===== config.mk =====
export PLATFORM = sky130hd
export DESIGN_NAME = riscv_cache_rsp
export DESIGN_NICKNAME = d
export VERILOG_FILES = /design/src/rtl/riscv_cache_pkg.sv /design/src/rtl/riscv_cache_fill_buf.sv /design/src/rtl/riscv_cache_rsp.sv
export SDC_FILE = /design/constraint.sdc
export NUM_CORES = 1
export LEC_CHECK = 0
export ABC_AREA = 1
export CAP_MARGIN = 30
export CORE_AREA = 4 4 267 269
export DETAILED_ROUTE_END_ITERATION = 10
export DIE_AREA = 0 0 271 273
export HOLD_SLACK_MARGIN = 0.08
export PLACE_DENSITY = 0.59
export SLEW_MARGIN = 20
export SYNTH_ARGS = -nofsm -noshare
export SYNTH_HDL_FRONTEND = slang
export SYNTH_HIERARCHICAL = 1
export SYNTH_SLANG_ARGS = --single-unit

===== constraint.sdc =====
create_clock -name clk_i -period 6.78 [get_ports clk_i]
set_input_delay 1.356 -clock clk_i [delete_from_list [all_inputs] [get_ports clk_i]]
set_output_delay 1.356 -clock clk_i [all_outputs]
set_load 0.01 [all_outputs]

===== src/rtl/riscv_cache_pkg.sv =====
// rtl/riscv_cache_pkg.sv - shared types and helpers for the data cache response stage
package riscv_cache_pkg;

    typedef enum logic [1:0] {
        IDLE  = 2'd0,
        FILL  = 2'd1,
        WRITE = 2'd2
    } rsp_state_t;

    function automatic int no_of_beats(input int block_size, input int xlen);
        return block_size / xlen;
    endfunction

    // Word slot of an address inside its cache line.
    function automatic int word_index(input logic [63:0] adr, input int beats, input int xlen);
        return int'((adr >> $clog2(xlen / 8)) & 64'(beats - 1));
    endfunction

endpackage


===== src/rtl/riscv_cache_fill_buf.sv =====
// rtl/riscv_cache_fill_buf.sv - line-fill assembly buffer with wrapping beat pointer
module riscv_cache_fill_buf #(
    parameter int XLEN  = 32,
    parameter int BEATS = 8
) (
    input  logic                     i_clk,
    input  logic                     i_rst_n,
    input  logic                     i_load,
    input  logic [$clog2(BEATS)-1:0] i_start,
    input  logic                     i_we,
    input  logic [XLEN-1:0]          i_d,
    output logic [$clog2(BEATS)-1:0] o_cnt,
    output logic                     o_first,
    output logic                     o_done,
    output logic [BEATS*XLEN-1:0]    o_line
);

    localparam int BEAT_BITS = $clog2(BEATS);

    logic [XLEN-1:0]      r_buf [BEATS];
    logic [BEAT_BITS-1:0] r_cnt;
    logic [BEAT_BITS-1:0] r_nbeat;

    always_ff @(posedge i_clk) begin
        if (!i_rst_n) begin
            r_cnt   <= '0;
            r_nbeat <= '0;
            for (int i = 0; i < BEATS; i++) r_buf[i] <= '0;
        end else if (i_load) begin
            r_cnt   <= i_start;
            r_nbeat <= '0;
        end else if (i_we) begin
            r_buf[r_cnt] <= i_d;
            r_cnt        <= r_cnt + 1'b1;
            r_nbeat      <= r_nbeat + 1'b1;
        end
    end

    assign o_cnt   = r_cnt;
    assign o_first = (r_nbeat == '0);
    assign o_done  = i_we & (r_nbeat == BEAT_BITS'(BEATS - 1));

    always_comb begin
        o_line = '0;
        for (int i = 0; i < BEATS; i++) o_line[i*XLEN +: XLEN] = r_buf[i];
    end

endmodule


===== src/rtl/riscv_cache_rsp.sv =====
// rtl/riscv_cache_rsp.sv - data cache response stage with line fill; CACHE_CWF_EN selects critical-word-first
module riscv_cache_rsp
    import riscv_cache_pkg::*;
#(
    parameter int XLEN       = 32,
    parameter int PLEN       = XLEN,
    parameter int BLOCK_SIZE = 256
) (
    input  logic                  clk_i,
    input  logic                  rst_ni,
    input  logic                  flush_i,
    input  logic                  req_i,
    input  logic                  wreq_i,
    input  logic [PLEN-1:0]       adr_i,
    input  logic [XLEN/8-1:0]     be_i,
    input  logic                  hit_i,
    input  logic [BLOCK_SIZE-1:0] line_i,
    output logic                  biu_req_o,
    output logic [PLEN-1:0]       biu_adr_o,
    input  logic                  biu_ack_i,
    input  logic [XLEN-1:0]       biu_d_i,
    input  logic                  biu_err_i,
    output logic                  stall_o,
    output logic                  ack_o,
    output logic                  err_o,
    output logic [XLEN-1:0]       q_o,
    output logic                  fill_we_o,
    output logic [PLEN-1:0]       fill_adr_o,
    output logic [BLOCK_SIZE-1:0] fill_line_o
);

    localparam int BEATS     = no_of_beats(BLOCK_SIZE, XLEN);
    localparam int BEAT_BITS = $clog2(BEATS);
    localparam logic [PLEN-1:0] LINE_MASK = ~PLEN'(BLOCK_SIZE / 8 - 1);
    localparam logic [PLEN-1:0] WORD_MASK = ~PLEN'(XLEN / 8 - 1);

    rsp_state_t           r_state;
    logic [BEAT_BITS-1:0] r_widx;
    logic                 r_kill;
    logic                 r_biu_req;
    logic [PLEN-1:0]      r_biu_adr;
    logic                 r_ack;
    logic                 r_err;
    logic [XLEN-1:0]      r_q;
    logic                 r_fill_we;
    logic [PLEN-1:0]      r_fill_adr;

    logic                 w_idle, w_hit, w_miss, w_kill, w_beat_we, w_berr;
    logic [BEAT_BITS-1:0] w_widx, w_start_beat, w_cnt;
    logic [PLEN-1:0]      w_start_adr;
    logic                 w_first, w_done;
    logic [XLEN-1:0]      w_crit;
    logic                 w_unused;

    assign w_idle    = (r_state == IDLE);
    assign w_hit     = w_idle & req_i & ~wreq_i & hit_i & ~flush_i;
    assign w_miss    = w_idle & req_i & ~wreq_i & ~hit_i & ~flush_i;
    assign w_kill    = r_kill | flush_i;
    assign w_beat_we = (r_state == FILL) & biu_ack_i & ~biu_err_i;
    assign w_berr    = (r_state == FILL) & biu_err_i;
    assign w_widx    = BEAT_BITS'(word_index(64'(adr_i), BEATS, XLEN));

`ifdef CACHE_CWF_EN
    assign w_start_beat = w_widx;
    assign w_start_adr  = adr_i & WORD_MASK;
`else
    assign w_start_beat = '0;
    assign w_start_adr  = adr_i & LINE_MASK;
`endif

    riscv_cache_fill_buf #(.XLEN(XLEN), .BEATS(BEATS)) u_fill_buf (
        .i_clk   (clk_i),
        .i_rst_n (rst_ni),
        .i_load  (w_miss),
        .i_start (w_start_beat),
        .i_we    (w_beat_we),
        .i_d     (biu_d_i),
        .o_cnt   (w_cnt),
        .o_first (w_first),
        .o_done  (w_done),
        .o_line  (fill_line_o)
    );

    // The last beat is still on the bus when the line completes, so bypass it.
    assign w_crit   = (w_cnt == r_widx) ? biu_d_i : fill_line_o[r_widx*XLEN +: XLEN];
    assign w_unused = ^{be_i, w_first, w_crit};

    always_ff @(posedge clk_i) begin
        if (!rst_ni) begin
            r_state    <= IDLE;
            r_widx     <= '0;
            r_kill     <= 1'b0;
            r_biu_req  <= 1'b0;
            r_biu_adr  <= '0;
            r_ack      <= 1'b0;
            r_err      <= 1'b0;
            r_q        <= '0;
            r_fill_we  <= 1'b0;
            r_fill_adr <= '0;
        end else begin
            r_ack     <= 1'b0;
            r_err     <= 1'b0;
            r_fill_we <= 1'b0;
            case (r_state)
                IDLE: begin
                    r_kill <= 1'b0;
                    if (w_hit) begin
                        r_ack <= 1'b1;
                        r_q   <= line_i[w_widx*XLEN +: XLEN];
                    end else if (w_miss) begin
                        r_state    <= FILL;
                        r_biu_req  <= 1'b1;
                        r_biu_adr  <= w_start_adr;
                        r_widx     <= w_widx;
                        r_fill_adr <= adr_i & LINE_MASK;
                    end
                end
                FILL: begin
                    if (flush_i) r_kill <= 1'b1;
                    if (w_berr) begin
                        r_state   <= IDLE;
                        r_biu_req <= 1'b0;
                        r_err     <= ~w_kill;
                        r_kill    <= 1'b0;
                    end else if (w_beat_we) begin
`ifdef CACHE_CWF_EN
                        if (w_first && !w_kill) begin
                            r_ack <= 1'b1;
                            r_q   <= biu_d_i;
                        end
`endif
                        if (w_done) begin
                            r_state   <= WRITE;
                            r_biu_req <= 1'b0;
                            r_fill_we <= 1'b1;
`ifndef CACHE_CWF_EN
                            if (!w_kill) begin
                                r_ack <= 1'b1;
                                r_q   <= w_crit;
                            end
`endif
                        end
                    end
                end
                WRITE: begin
                    r_state <= IDLE;
                    r_kill  <= 1'b0;
                end
                default: r_state <= IDLE;
            endcase
        end
    end

    assign stall_o    = ~w_idle | w_miss;
    assign biu_req_o  = r_biu_req;
    assign biu_adr_o  = w_idle ? w_start_adr : r_biu_adr;
    assign ack_o      = r_ack;
    assign err_o      = r_err;
    assign q_o        = r_q;
    assign fill_we_o  = r_fill_we;
    assign fill_adr_o = r_fill_adr;

endmodule


==> flow_summary.toml <==
[floorplan]
initial_core_util_pct = 26.3
dieArea_mm2 = 0.0740
io_pins = 689
fp.dieW_um = 271
core_area_mm2 = 0.0686
die_y_um = 273
rows = 96

[hold_path]
hp-class = "reg2reg"
worstHoldEndpoint = "fill_adr_o[16]$_SDFFE_PN0P_"
hold_depth = 2
hp-start = "fill_adr_o[16]$_SDFFE_PN0P_"

[grt]
antenna_found_initial = 16
grt_max_degree = 89
track_usage_pct = 23.7
grt_pass1_wl_um = 129000
grt_pass1_vias = 17600
gr-total-overflow = 0

[timing]
finalCriticalPeriod_ns = 4.80
rsz0062_at_grt = "no"
setup_ws_ns = 1.98
slew_violations = 0
finalHoldViolations = 0
finClkSkew_ns = 0.0255
tns_ns = 0
worst_slew_pin_slew_ns = 1.02
whs_ns = 0.462
post-route-period-util_pct = 70.8
relSlewSlack_pct = 31.7
setup_viol = 0
clock.fmax_ghz = 0.208

[routing]
wl_um = 92500
firstDrtPassIters = 5
wl_per_cell_um = 24.2
route.vias.total = 18600
drtAntennaViolNets = 0
drtIter0Drc = 1793
drc = 0
post_drt_via_cell_ratio = 4.87

[clocking]
cts_tree = "built"
cts_buffers = 41
clkTransAtPathRegs_ns = 0.06
cts_sinks = 331
cts_root_buf = "clkbuf_16"
clk_latency_ns = 0.56
cts.path.max_buffers = 3
cts.htree.levels = 2
post_cts_buffers = 0
cts_resized = 0
hold_buffers = 0

[yosys]
syn-cell-area_mm2 = 0.0180
avgSynthCellArea_um2 = 7.91
netlist_instances = 2278
ys_warn_count = 6

[final_layout]
drive_gt1_share_pct = 5.07
fin_area_mm2 = 0.0267
fin_nets = 3188
num-fill-cells = 7042
layout.cells.non_filler = 3821
area_growth_pct = 47.9
utilization_pct = 38.9

[worst_setup_path]
crit_family = "buffers and inverters"
path_max_fanout = 63
worstReg2RegEnd = "q_o[21]$_SDFFE_PN0P_"
startpoint = "flush_i"
cp.required_ns = 5.42
cp-end-kind = "primary output"
worstPathArrival_ns = 3.45
slowest_delay_ns = 0.58
cp_common_cell = "clkdlybuf4s50_1"
cp.buffers_inverters = 3
critPathKind = "in2out"
r2r_setup_slack_ns = 3.22
cp-start-kind = "primary input"
r2r_start = "r_widx[0]$_SDFFE_PN0P_"
crit_slowest_cell = "clkdlybuf4s50_1"
reg2reg_depth = 6
path_cells = "clkdlybuf4s50_1 -> nor3b_2 -> nand3b_1 -> buf_4 -> nand2_1 -> clkdlybuf4s50_1"

[job]
maxCapViolations = 0

[placed_design]
portBuffers = 672
dp_slack_ns = 1.84
dp_hpwl_um = 68400
place_inst = 3739
gp_congestion = 0.878
dpl_cell_area_mm2 = 0.0253

[outcome]
outcome = "complete, no violations"

[power_and_ir_drop]
irDropWorstVdd_uv = 146
p_per_area_mw_per_mm2 = 200
p_leak_nw = 10.3
p_total_mw = 5.34
[sequential cells by signal, summed over array words and instances, names as in the netlist]
name                count
r_widx                  3
ack_o                   1
err_o                   1
u_fill_buf/o_cnt        3
r_kill                  1
fill_we_o               1
r_state                 2
biu_req_o               1
fill_adr_o             27
u_fill_buf/r_buf      256
q_o                    32
u_fill_buf/r_nbeat      3
[power by group]
part / switching [mW] / total (mW) / internal (mW)
Clock: 0.892 / 2.13 / 1.24
Sequential: 0.0520 / 2.30 / 2.25
Combinational: 0.506 / 0.917 / 0.411
Total: 1.45 / 5.34 / 3.89
[cells in the final DEF (no fill, tap or decap), drive strengths merged]
| master | count |
|---|---|
| nand2 | 642 |
| clkbuf | 50 |
| nor2 | 162 |
| dfxtp | 75 |
| clkinv | 18 |
| clkdlybuf4s50 | 668 |
| or2 | 11 |
| o21ai | 86 |
| ha | 4 |
| diode | 9 |
| bufinv | 3 |
| nor3b | 1 |
| nor4 | 2 |
| clkinvlp | 4 |
| nand3 | 427 |
| buf | 37 |
| conb | 13 |
| edfxtp | 256 |
| xnor2 | 1 |
| o211ai | 22 |
| inv | 167 |
| a21oi | 90 |
| nor3 | 130 |
| nand3b | 1 |
| nand4 | 11 |
[tightest hold or removal path, stage by stage (launching register included)]
cell	delay [ns]
dfxtp_1	0.30
inv_1	0.06
a21oi_1	0.05
[how the worst max path moves through the flow]
stage,endpoint,cells past startpoint
floorplan,u_fill_buf/r_buf[0][0]$_SDFFCE_PN0P_,8
global placement,u_fill_buf/r_buf[1][23]$_SDFFCE_PN0P_,6
detailed placement,u_fill_buf/r_buf[1][23]$_SDFFCE_PN0P_,6
CTS,stall_o,6
global route,stall_o,6
finish,stall_o,6
[routing by layer]
| metal | global-route usage [%] | vias up | part of all wire (%) |
|---|---|---|---|
| met3 | 7.73 | 129 | 10 |
| met1 | 30.0 | 8845 | 40 |
| li1 | - | 8753 | - |
| met4 | 7.83 | 10 | 2.9 |
| met2 | 38.2 | 872 | 47 |
| met5 | 0 | - | 0.067 |
[final cells by class]
type | count | area (µm²) | area share [%]
tap | 931 | 1160 | 4.37
clock buffer | 50 | 1070 | 4.01
clock inverter | 22 | 196 | 0.737
inverter | 170 | 646 | 2.42
multi-input combinational | 1603 | 7300 | 27.4
sequential | 331 | 9200 | 34.5
timing repair buffer | 705 | 7060 | 26.5
antenna | 9 | 22.5 | 0.0845
(Power assumes the default switching activity.)
